### config.mk
export PLATFORM = sky130hd
export DESIGN_NAME = vmu_st_req_queue
export DESIGN_NICKNAME = d
export VERILOG_FILES = /design/src/rtl/cellrv32_package.sv /design/src/rtl/vmu_st_fifo.sv /design/src/rtl/vmu_st_req_queue.sv
export SDC_FILE = /design/constraint.sdc
export NUM_CORES = 1
export LEC_CHECK = 0
export CORE_MARGIN = 10
export CORE_UTILIZATION = 30
export CTS_BUF_LIST = sky130_fd_sc_hd__clkbuf_4
export CTS_CLUSTER_SIZE = 25
export DETAILED_ROUTE_END_ITERATION = 12
export HOLD_SLACK_MARGIN = 0.06
export PLACE_DENSITY_LB_ADDON = 0.25
export SLEW_MARGIN = 20
export SYNTH_ARGS = -nofsm -noshare
export SYNTH_HDL_FRONTEND = slang
export SYNTH_SLANG_ARGS = --single-unit
### constraint.sdc
create_clock -name clk -period 7.6 [get_ports clk]
set_input_delay 1.9 -clock clk [delete_from_list [all_inputs] [get_ports clk]]
set_output_delay 1.9 -clock clk [all_outputs]
set_load 0.05 [all_outputs]
### src/rtl/cellrv32_package.sv
// Shared types for the vector-memory store request queue: the request entry
// layout and the bus-side FSM states.
package cellrv32_package;

    localparam int VMU_ST_ADDR_W = 32;
    localparam int VMU_ST_DATA_W = 32;

    typedef struct packed {
        logic [VMU_ST_ADDR_W-1:0] addr;
        logic [VMU_ST_DATA_W-1:0] data;
    } vmu_st_req_t;

    typedef enum logic [1:0] {
        IDLE,
        STB,
        WAIT
    } vmu_st_q_state_e;

endpackage

### src/rtl/vmu_st_fifo.sv
// vmu_st_fifo: DEPTH-entry in-order FIFO of store requests. Pointers carry an
// extra wrap bit so full and empty are told apart without a separate counter.
// Pushes are refused while full even when a pop happens in the same cycle.
module vmu_st_fifo
    import cellrv32_package::*;
#(
    parameter type entry_t = vmu_st_req_t,
    parameter int  DEPTH   = 4
) (
    input  logic                 clk,
    input  logic                 rst_n,
    input  logic                 push_i,
    input  entry_t               push_data_i,
    input  logic                 pop_i,
    output entry_t               head_o,
    output entry_t               next_o,
    output logic                 full_o,
    output logic                 empty_o,
    output logic [$clog2(DEPTH):0] count_o
);

    localparam int AW = $clog2(DEPTH);
    localparam int PW = AW + 1;

    logic [PW-1:0] wr_ptr_q, wr_ptr_d;
    logic [PW-1:0] rd_ptr_q, rd_ptr_d;
    entry_t        mem_q [DEPTH];
    entry_t        mem_d [DEPTH];
    logic          do_push;
    logic          do_pop;

    assign full_o  = (wr_ptr_q[AW] != rd_ptr_q[AW]) && (wr_ptr_q[AW-1:0] == rd_ptr_q[AW-1:0]);
    assign empty_o = (wr_ptr_q == rd_ptr_q);
    assign count_o = wr_ptr_q - rd_ptr_q;
    assign do_push = push_i & ~full_o;
    assign do_pop  = pop_i & ~empty_o;
    assign head_o  = mem_q[rd_ptr_q[AW-1:0]];
    assign next_o  = mem_q[rd_ptr_q[AW-1:0] + AW'(1)];

    // Next-state for storage and pointers: write at the tail, advance on push/pop
    always_comb begin
        mem_d    = mem_q;
        wr_ptr_d = wr_ptr_q;
        rd_ptr_d = rd_ptr_q;
        if (do_push) begin
            mem_d[wr_ptr_q[AW-1:0]] = push_data_i;
            wr_ptr_d                = wr_ptr_q + PW'(1);
        end
        if (do_pop) begin
            rd_ptr_d = rd_ptr_q + PW'(1);
        end
    end

    // Register storage and pointers; reset discards every queued entry
    always_ff @(posedge clk or negedge rst_n) begin
        if (!rst_n) begin
            wr_ptr_q <= '0;
            rd_ptr_q <= '0;
            mem_q    <= '{default: '0};
        end else begin
            wr_ptr_q <= wr_ptr_d;
            rd_ptr_q <= rd_ptr_d;
            mem_q    <= mem_d;
        end
    end

endmodule

### src/rtl/vmu_st_req_queue.sv
// vmu_st_req_queue: buffers single-element stores from the vector store engine
// and retires them in order over the strobe/ack CPU data bus, with busy/empty
// and sticky error status for fence logic.
// Optional bus-wait timeout enabled by defining CELLRV32_VMU_ST_TIMEOUT_EN.
module vmu_st_req_queue
    import cellrv32_package::*;
#(
    parameter int ADDR_WIDTH     = 32,
    parameter int DATA_WIDTH     = 32,
    parameter int DEPTH          = 4,
    parameter int TIMEOUT_CYCLES = 255
) (
    input  logic                    clk,
    input  logic                    rst_n,
    input  logic                    req_en_i,
    input  logic [ADDR_WIDTH-1:0]   req_addr_i,
    input  logic [DATA_WIDTH-1:0]   req_data_i,
    output logic                    grant_o,
    output logic                    bus_stb_o,
    output logic                    bus_we_o,
    output logic [ADDR_WIDTH-1:0]   bus_addr_o,
    output logic [DATA_WIDTH-1:0]   bus_wdata_o,
    output logic [DATA_WIDTH/8-1:0] bus_be_o,
    input  logic                    bus_ack_i,
    input  logic                    bus_err_i,
    output logic                    empty_o,
    output logic                    busy_o,
    output logic                    err_o,
    output logic [ADDR_WIDTH-1:0]   err_addr_o,
    input  logic                    err_clr_i
);

    localparam int PW = $clog2(DEPTH) + 1;

    typedef struct packed {
        logic [ADDR_WIDTH-1:0] addr;
        logic [DATA_WIDTH-1:0] data;
    } req_t;

    req_t            push_entry;
    req_t            head_entry;
    req_t            next_entry;
    logic            fifo_full;
    logic            fifo_empty;
    logic [PW-1:0]   fifo_count;
    logic            xfer_done;
    logic            xfer_fail;
    logic            timeout;

    vmu_st_q_state_e       state_q, state_d;
    logic                  stb_q, stb_d;
    logic [ADDR_WIDTH-1:0] addr_q, addr_d;
    logic [DATA_WIDTH-1:0] wdata_q, wdata_d;
    logic                  err_q, err_d;
    logic [ADDR_WIDTH-1:0] err_addr_q, err_addr_d;

    assign push_entry = '{addr: req_addr_i, data: req_data_i};

    vmu_st_fifo #(
        .entry_t (req_t),
        .DEPTH   (DEPTH)
    ) u_fifo (
        .clk         (clk),
        .rst_n       (rst_n),
        .push_i      (req_en_i),
        .push_data_i (push_entry),
        .pop_i       (xfer_done),
        .head_o      (head_entry),
        .next_o      (next_entry),
        .full_o      (fifo_full),
        .empty_o     (fifo_empty),
        .count_o     (fifo_count)
    );

`ifdef CELLRV32_VMU_ST_TIMEOUT_EN
    localparam int CNT_W = ($clog2(TIMEOUT_CYCLES + 1) > 8) ? $clog2(TIMEOUT_CYCLES + 1) : 8;

    logic [CNT_W-1:0] wait_cnt_q, wait_cnt_d;

    // Count WAIT cycles from zero; abort when the count reaches the limit
    always_comb begin
        wait_cnt_d = wait_cnt_q;
        if (state_q == STB) begin
            wait_cnt_d = '0;
        end else if (state_q == WAIT) begin
            wait_cnt_d = wait_cnt_q + CNT_W'(1);
        end
    end

    assign timeout = (state_q == WAIT) & ~bus_ack_i & ~bus_err_i
                   & (wait_cnt_d == CNT_W'(TIMEOUT_CYCLES));

    // Register the wait counter
    always_ff @(posedge clk or negedge rst_n) begin
        if (!rst_n) begin
            wait_cnt_q <= '0;
        end else begin
            wait_cnt_q <= wait_cnt_d;
        end
    end
`else
    logic unused_timeout_cfg;
    assign unused_timeout_cfg = ^TIMEOUT_CYCLES;
    assign timeout            = 1'b0;
`endif

    // Ack/err only matter in WAIT; ack together with err is treated as an error
    assign xfer_done = (state_q == WAIT) & (bus_ack_i | bus_err_i | timeout);
    assign xfer_fail = (state_q == WAIT) & (bus_err_i | timeout);

    // Bus FSM: load the head entry when entering STB, strobe for one cycle, then wait
    always_comb begin
        state_d    = state_q;
        stb_d      = 1'b0;
        addr_d     = addr_q;
        wdata_d    = wdata_q;
        err_d      = err_q;
        err_addr_d = err_addr_q;
        case (state_q)
            IDLE: begin
                if (fifo_count != '0) begin
                    state_d = STB;
                    stb_d   = 1'b1;
                    addr_d  = head_entry.addr;
                    wdata_d = head_entry.data;
                end
            end
            STB: begin
                state_d = WAIT;
            end
            WAIT: begin
                if (xfer_done) begin
                    if (fifo_count > PW'(1)) begin
                        state_d = STB;
                        stb_d   = 1'b1;
                        addr_d  = next_entry.addr;
                        wdata_d = next_entry.data;
                    end else begin
                        state_d = IDLE;
                    end
                end
            end
            default: begin
                state_d = IDLE;
            end
        endcase
        if (xfer_fail) begin
            err_d      = 1'b1;
            err_addr_d = addr_q;
        end else if (err_clr_i) begin
            err_d = 1'b0;
        end
    end

    // Register FSM state, bus outputs and error status
    always_ff @(posedge clk or negedge rst_n) begin
        if (!rst_n) begin
            state_q    <= IDLE;
            stb_q      <= 1'b0;
            addr_q     <= '0;
            wdata_q    <= '0;
            err_q      <= 1'b0;
            err_addr_q <= '0;
        end else begin
            state_q    <= state_d;
            stb_q      <= stb_d;
            addr_q     <= addr_d;
            wdata_q    <= wdata_d;
            err_q      <= err_d;
            err_addr_q <= err_addr_d;
        end
    end

    assign grant_o     = ~fifo_full;
    assign bus_stb_o   = stb_q;
    assign bus_we_o    = stb_q;
    assign bus_addr_o  = addr_q;
    assign bus_wdata_o = wdata_q;
    assign bus_be_o    = '1;
    assign empty_o     = fifo_empty & (state_q == IDLE);
    assign busy_o      = ~empty_o;
    assign err_o       = err_q;
    assign err_addr_o  = err_addr_q;

endmodule

==> impl_results.md, run 1 <==
- RSZ-0062 raised after global routing: no
- Slew HR: 0.3054
- Starting Density: 0.3029
- Kind of critical path: reg2out
- CTS Sinks: 362
- Core area: 58910 um^2
- Worst R2R Path Depth: 6
- FF+latch count, synth: 362
- Area leader, netlist: dfrtp_1
- Wirelength per Cell: 20.19 um
- Number of fill cells: 5728
- Largest net degree at the start of global routing: 143
- CTS buffer count: 101
- Final Skew: 0.03109 ns
- ANT nets after route: 0
- Sequential share of the synthesized area: 0.5077
- Remaining Overflow, GRT: 0
- Root Buffer: clkbuf_4
- Total Die Area: 69620 um^2
- Hold Crit Class: reg2reg
- Clock Path Buffers: 3
- TritonCTS clock tree: built
- Post-route insts no fill: 2293
- Yosys warns: 0
- Crit Path Max Fanout: 49
- Clock slew at reported path FFs: 0.07 ns
- Number of synthesized flops with an enable pin: 0
- Die Ht: 263.9 um
- Worst slew pin tran: 1.040 ns
- Slew Viols, Final: 0
- Worst EP required: 5.70 ns
- Final WL: 46300 um
- Status: completed
- Worst reg2reg setup slack: 3.80 ns
- DRT iter0 DRCs: 452
- Maximum clock rate: 168.4 MHz
- CP endpoint kind: output pin
- CTS Hold Bufs: 0
- Worst hold endpoint: err_addr_o[28]$_DFFE_PN0P_
- Tmin final: 5.937 ns
- Commonest cells post-synth: 362 x dfrtp_1, 304 x mux2_2, 256 x mux2i_1
- Yosys cell types: 35
- Port Buffers: 171
- Cts repair resizes: 0
- Initial antenna violation count: 5
- Worst Hold Launch: err_addr_o[28]$_DFFE_PN0P_
- Max Cap Viol: 0
- WP data arrival: 4.04 ns
- Nets: 1521
- Gr usage total: 0.1318
- Via Count: 11360
- Ratio of cells with drive above 1 in the final layout: 0.3632
- Critical R2R Capture: bus_wdata_o[18]$_DFFE_PN0P_
- Reg area: 9062 um^2
- DRC: 0
- HPWL after DPL: 26920 um
- Post-synth top area share: 0.5077
- Average cell area after synthesis: 14.31 um^2
- # IOs: 176
- Area of the mapped netlist: 17840 um^2
- Cell with the most instances after synthesis: dfrtp_1
- Htree depth: 3
- Final Hold Fails: 0
- Average vias per placed instance: 4.955
- Asr flop ratio synth: 1.000
- Dominant synthesized flop cell: dfrtp_1
- RR Startpoint: u_fifo.rd_ptr_q[1]$_DFFE_PN0P_
- Synth area leaders: dfrtp_1 51%, mux2_2 19%, mux2i_1 14%, mux2_4 4.1%, a221oi_1 3.1%
- Final Cycle Share: 0.7811
- Die X: 263.9 um
- Post-synthesis cell count: 1247
- Inst Count DP: 2113
- Setup TNS: 0 ns
- First-pass GRT wire length: 72580 um
- GPL Wtd Cong: 0.6956
- Rows: 89
- Vias in the first global route: 12330
- Hold path depth: 1
- Area growth from synthesis to layout: 20.32%
- Final setup violation count: 0
- Multi-input gate area: 8273 um^2
- Setup bufs post-CTS: 0
- Critical Path Source Type: flop
- Worst-Skew Late Latency: 0.83 ns
- DR pass1 iterations: 6
kinds of logic (layout without fill, tap and decap cells):
kind of cell,count (synthesis),after routing,synth area share
AO/OA/AOI/OAI,135,135,0.06613
other,1,7,0.0002102
flip-flops,362,362,0.5077
multiplexers,609,609,0.3767
XOR/XNOR,6,6,0.003717
AND/OR/NAND/NOR,21,21,0.006593
buffers and inverters,105,372,0.03282
adder cells (fa/ha/maj),8,8,0.006031
routing by layer:
layer	part of all wire	vias to the layer above	GRT usage
li1	-	5166	-
met1	0.44	5869	0.1611
met2	0.48	245	0.2190
met3	0.051	75	0.03344
met4	0.021	6	0.05236
met5	0.00073	-	0
cells in the final DEF (no fill, tap or decap), drive strengths merged, types with 2 or more instances in the layout:
cell type	count
clkbuf	158
clkinv	14
buf	18
mux2i	256
ha	7
mux2	353
nand2	9
a221oi	64
xnor2	4
dfrtp	362
clkdlybuf4s50	170
nor2b	2
nor2	3
diode	3
a21o	2
inv	12
conb	4
a22o	64
o21ai	3
worst max-delay path by stage:
stage                                        start      end  slack [ns]  depth (start not counted)
CTS                 u_fifo.rd_ptr_q[1]$_DFFE_PN0P_  empty_o        1.53                          7
global placement    u_fifo.rd_ptr_q[1]$_DFFE_PN0P_  empty_o        2.49                          7
detailed placement  u_fifo.rd_ptr_q[1]$_DFFE_PN0P_  empty_o        2.51                          7
global route        u_fifo.rd_ptr_q[1]$_DFFE_PN0P_  empty_o        1.41                          7
floorplan           u_fifo.rd_ptr_q[1]$_DFFE_PN0P_  empty_o        2.96                          9
finish              u_fifo.rd_ptr_q[1]$_DFFE_PN0P_  empty_o        1.66                          7
sequential cells by signal, indices dropped and copies added (netlist names):
name             cells
u_fifo.mem_q       256
bus_addr_o          32
bus_wdata_o         32
err_addr_o          32
u_fifo.rd_ptr_q      3
u_fifo.wr_ptr_q      3
state_q              2
bus_stb_o            1
err_o                1
cell type report:
type / count / share of cell area
sequential: 362 / 0.4222
multi-input combinational: 783 / 0.3854
timing repair buffer: 188 / 0.08708
clock buffer: 158 / 0.05526
tap: 773 / 0.04506
clock inverter: 19 / 0.003439
inverter: 7 / 0.001224
antenna: 3 / 0.0003497
stage by stage:
step	instance area [um^2]	utilization	hold WS (ns)	setup WS [ns]
2_1_floorplan	17850	-	0.4867	2.956
3_3_place_gp	20200	0.3429	0.4868	2.493
3_5_place_dp	20200	0.3429	0.4928	2.510
4_1_cts	21460	0.3643	0.5064	1.529
5_1_grt	21460	0.3644	0.5110	1.408
6_report	21470	0.3644	0.5033	1.663
critical path, cell delays in order, from the launching register on:
cell and delay (ns):
dfrtp_4 1.06, inv_1 0.11, ha_1 0.37, nand2_1 0.06
or2_2 0.30, or3_1 0.41, inv_1 0.08, clkdlybuf4s50_1 0.80
Power of run 1 is left out: the tool's default activity adds up to more than one toggle a clock period on the data nets, which glitch-free logic cannot reach.
==> inputs of run 2 (changes only) <==
==> constraint.sdc (replaced) <==
create_clock -name clk -period 5.3 [get_ports clk]
set_input_delay 1.325 -clock clk [delete_from_list [all_inputs] [get_ports clk]]
set_output_delay 1.325 -clock clk [all_outputs]
set_load 0.05 [all_outputs]
==> run 2 against run 1 <==
  * First-iteration DRC count increased by 2.4%
  * Via count increased by 1.2%
  * Sequential share of layout area decreased by 0.52 points
  * Critical endpoint unchanged
  * Final cell count increased by 1.1%
  * Register-to-register slack got worse by 1.8 ns
  * Die area unchanged
  * Hold slack got worse by 0.0017 ns
  * Non-clock buffer count increased by 7
  * Cell area increased by 1.2%
  * Clock skew increased by 0.037 ns
  * Setup slack got worse by 1.4 ns
  * Sequential cell count unchanged
==> impl_results.md, run 2 (same netlist as run 1, synthesis figures left out) <==
- Die X: 263.9 um
- RR Startpoint: u_fifo.rd_ptr_q[0]$_DFFE_PN0P_
- Final Skew: 0.06795 ns
- CP endpoint kind: output pin
- Clock slew at reported path FFs: 0.06 ns
- Clock Path Buffers: 3
- Final setup violation count: 0
- Worst reg2reg setup slack: 1.96 ns
- Average vias per placed instance: 4.962
- CTS Hold Bufs: 0
- ANT nets after route: 0
- Gr usage total: 0.1336
- Rows: 89
- Max Cap Viol: 0
- Wirelength per Cell: 20.27 um
- Core area: 58910 um^2
- Die Ht: 263.9 um
- Slew HR: 0.2838
- DRT iter0 DRCs: 463
- Min Hold Slack: 0.5017 ns
- TritonCTS clock tree: built
- Vias in the first global route: 12400
- Starting Density: 0.3029
- Nets: 1531
- Most frequent cells in the layout: 361 x dfrtp_1, 304 x mux2_2, 256 x mux2i_1
- DR pass1 iterations: 4
- Largest net degree at the start of global routing: 101
- Worst slew pin tran: 1.074 ns
- Final Cell Area: 21730 um^2
- Final Cycle Share: 0.9490
- WP data arrival: 3.70 ns
- HPWL after DPL: 27500 um
- First-pass GRT wire length: 73600 um
- Kind of critical path: reg2out
- Initial antenna violation count: 6
- Maximum clock rate: 198.8 MHz
- Worst-Skew Late Latency: 0.85 ns
- Commonest non-fill, non-tap cell in the layout: dfrtp_1
- Setup TNS: 0 ns
- Placement Cell Area: 20310 um^2
- Worst R2R Path Depth: 7
- Final WL: 46980 um
- Final Hold Fails: 0
- CTS Sinks: 362
- Port Buffers: 171
- Worst Hold Launch: err_addr_o[30]$_DFFE_PN0P_
- Worst hold endpoint: err_addr_o[30]$_DFFE_PN0P_
- Htree depth: 3
- Tmin final: 5.029 ns
- # IOs: 176
- GPL Wtd Cong: 0.7077
- Ratio of cells with drive above 1 in the final layout: 0.3629
- Worst EP required: 3.97 ns
- Area growth from synthesis to layout: 21.81%
- Setup bufs post-CTS: 0
- DRC: 0
- Max reg flops: 256
- Largest Register: u_fifo.mem_q
- Slew Viols, Final: 0
- CTS buffer count: 104
- Remaining Overflow, GRT: 0
- Final core occ: 0.3689
- Root Buffer: clkbuf_4
- Critical Path Source Type: flop
- Status: completed
- Hold Crit Class: reg2reg
- Via Count: 11500
- RSZ-0062 raised after global routing: no
- Total Die Area: 69620 um^2
- Crit Path Max Fanout: 28
- Cts repair resizes: 0
- Number of fill cells: 5699
- Critical R2R Capture: bus_wdata_o[15]$_DFFE_PN0P_
- Hold path depth: 1
-- run 2: changes by cell type in the layout (fill, tap and decap cells not counted), moves of 2 or more --
cell / change
clkinv_2: +3
buf_12: +5
buf_4: +2
clkinv_1: +17
bufinv_16: +3
inv_2: -4
-- run 2: area by class of cell --
cell class,count,area (um^2),share of cell area
Clock inverter,39,235.2,0.01082
Inverter,7,26.28,0.001209
Sequential cell,362,9062,0.4170
Clock buffer,157,1179,0.05423
Multi-Input combinational cell,783,8273,0.3807
Timing Repair Buffer,195,1984,0.09131
Antenna cell,2,5.005,0.0002303
Tap cell,773,967.2,0.04450
-- run 2: worst max path at each step --
stage,endpoint,startpoint,cells after the start
finish,empty_o,u_fifo.rd_ptr_q[1]$_DFFE_PN0P_,7
CTS,empty_o,u_fifo.rd_ptr_q[1]$_DFFE_PN0P_,7
global placement,empty_o,u_fifo.rd_ptr_q[1]$_DFFE_PN0P_,7
detailed placement,empty_o,u_fifo.rd_ptr_q[1]$_DFFE_PN0P_,7
floorplan,empty_o,u_fifo.rd_ptr_q[1]$_DFFE_PN0P_,9
global route,empty_o,u_fifo.rd_ptr_q[1]$_DFFE_PN0P_,7
-- run 2: per-stage QoR --
step	instances	setup slack [ns]
finish	2318	0.2706
floorplan	1250	1.231
global placement	2120	1.100
CTS	2316	0.1432
global route	2317	0.05833
detailed placement	2120	1.115
-- run 2: worst max-delay path: stages, from the launching register on --
cell and delay (ns):
dfrtp_4 0.78, inv_1 0.09, ha_1 0.34, nand2_1 0.06, or2_2 0.30, or3_1 0.39, inv_1 0.09, clkdlybuf4s50_1 0.80
-- run 2: routing by layer --
layer	vias up	GRT usage	wire, um
met5	-	0	65
met4	10	0.05483	1100
met3	90	0.03279	2259
met2	226	0.2179	22440
met1	5967	0.1665	21120
li1	5210	-	-
Power of run 2 is left out for the same reason.
==> inputs of run 3 (changes only) <==
--- a/config.mk
+++ b/config.mk
@@ -12,7 +12,6 @@
 export DETAILED_ROUTE_END_ITERATION = 12
 export HOLD_SLACK_MARGIN = 0.06
 export PLACE_DENSITY_LB_ADDON = 0.25
-export SLEW_MARGIN = 20
 export SYNTH_ARGS = -nofsm -noshare
 export SYNTH_HDL_FRONTEND = slang
 export SYNTH_SLANG_ARGS = --single-unit
==> results of run 3 <==
The final DEF is identical to that of run 2; final timing and power are the same.
Power of run 3 is left out for the same reason.
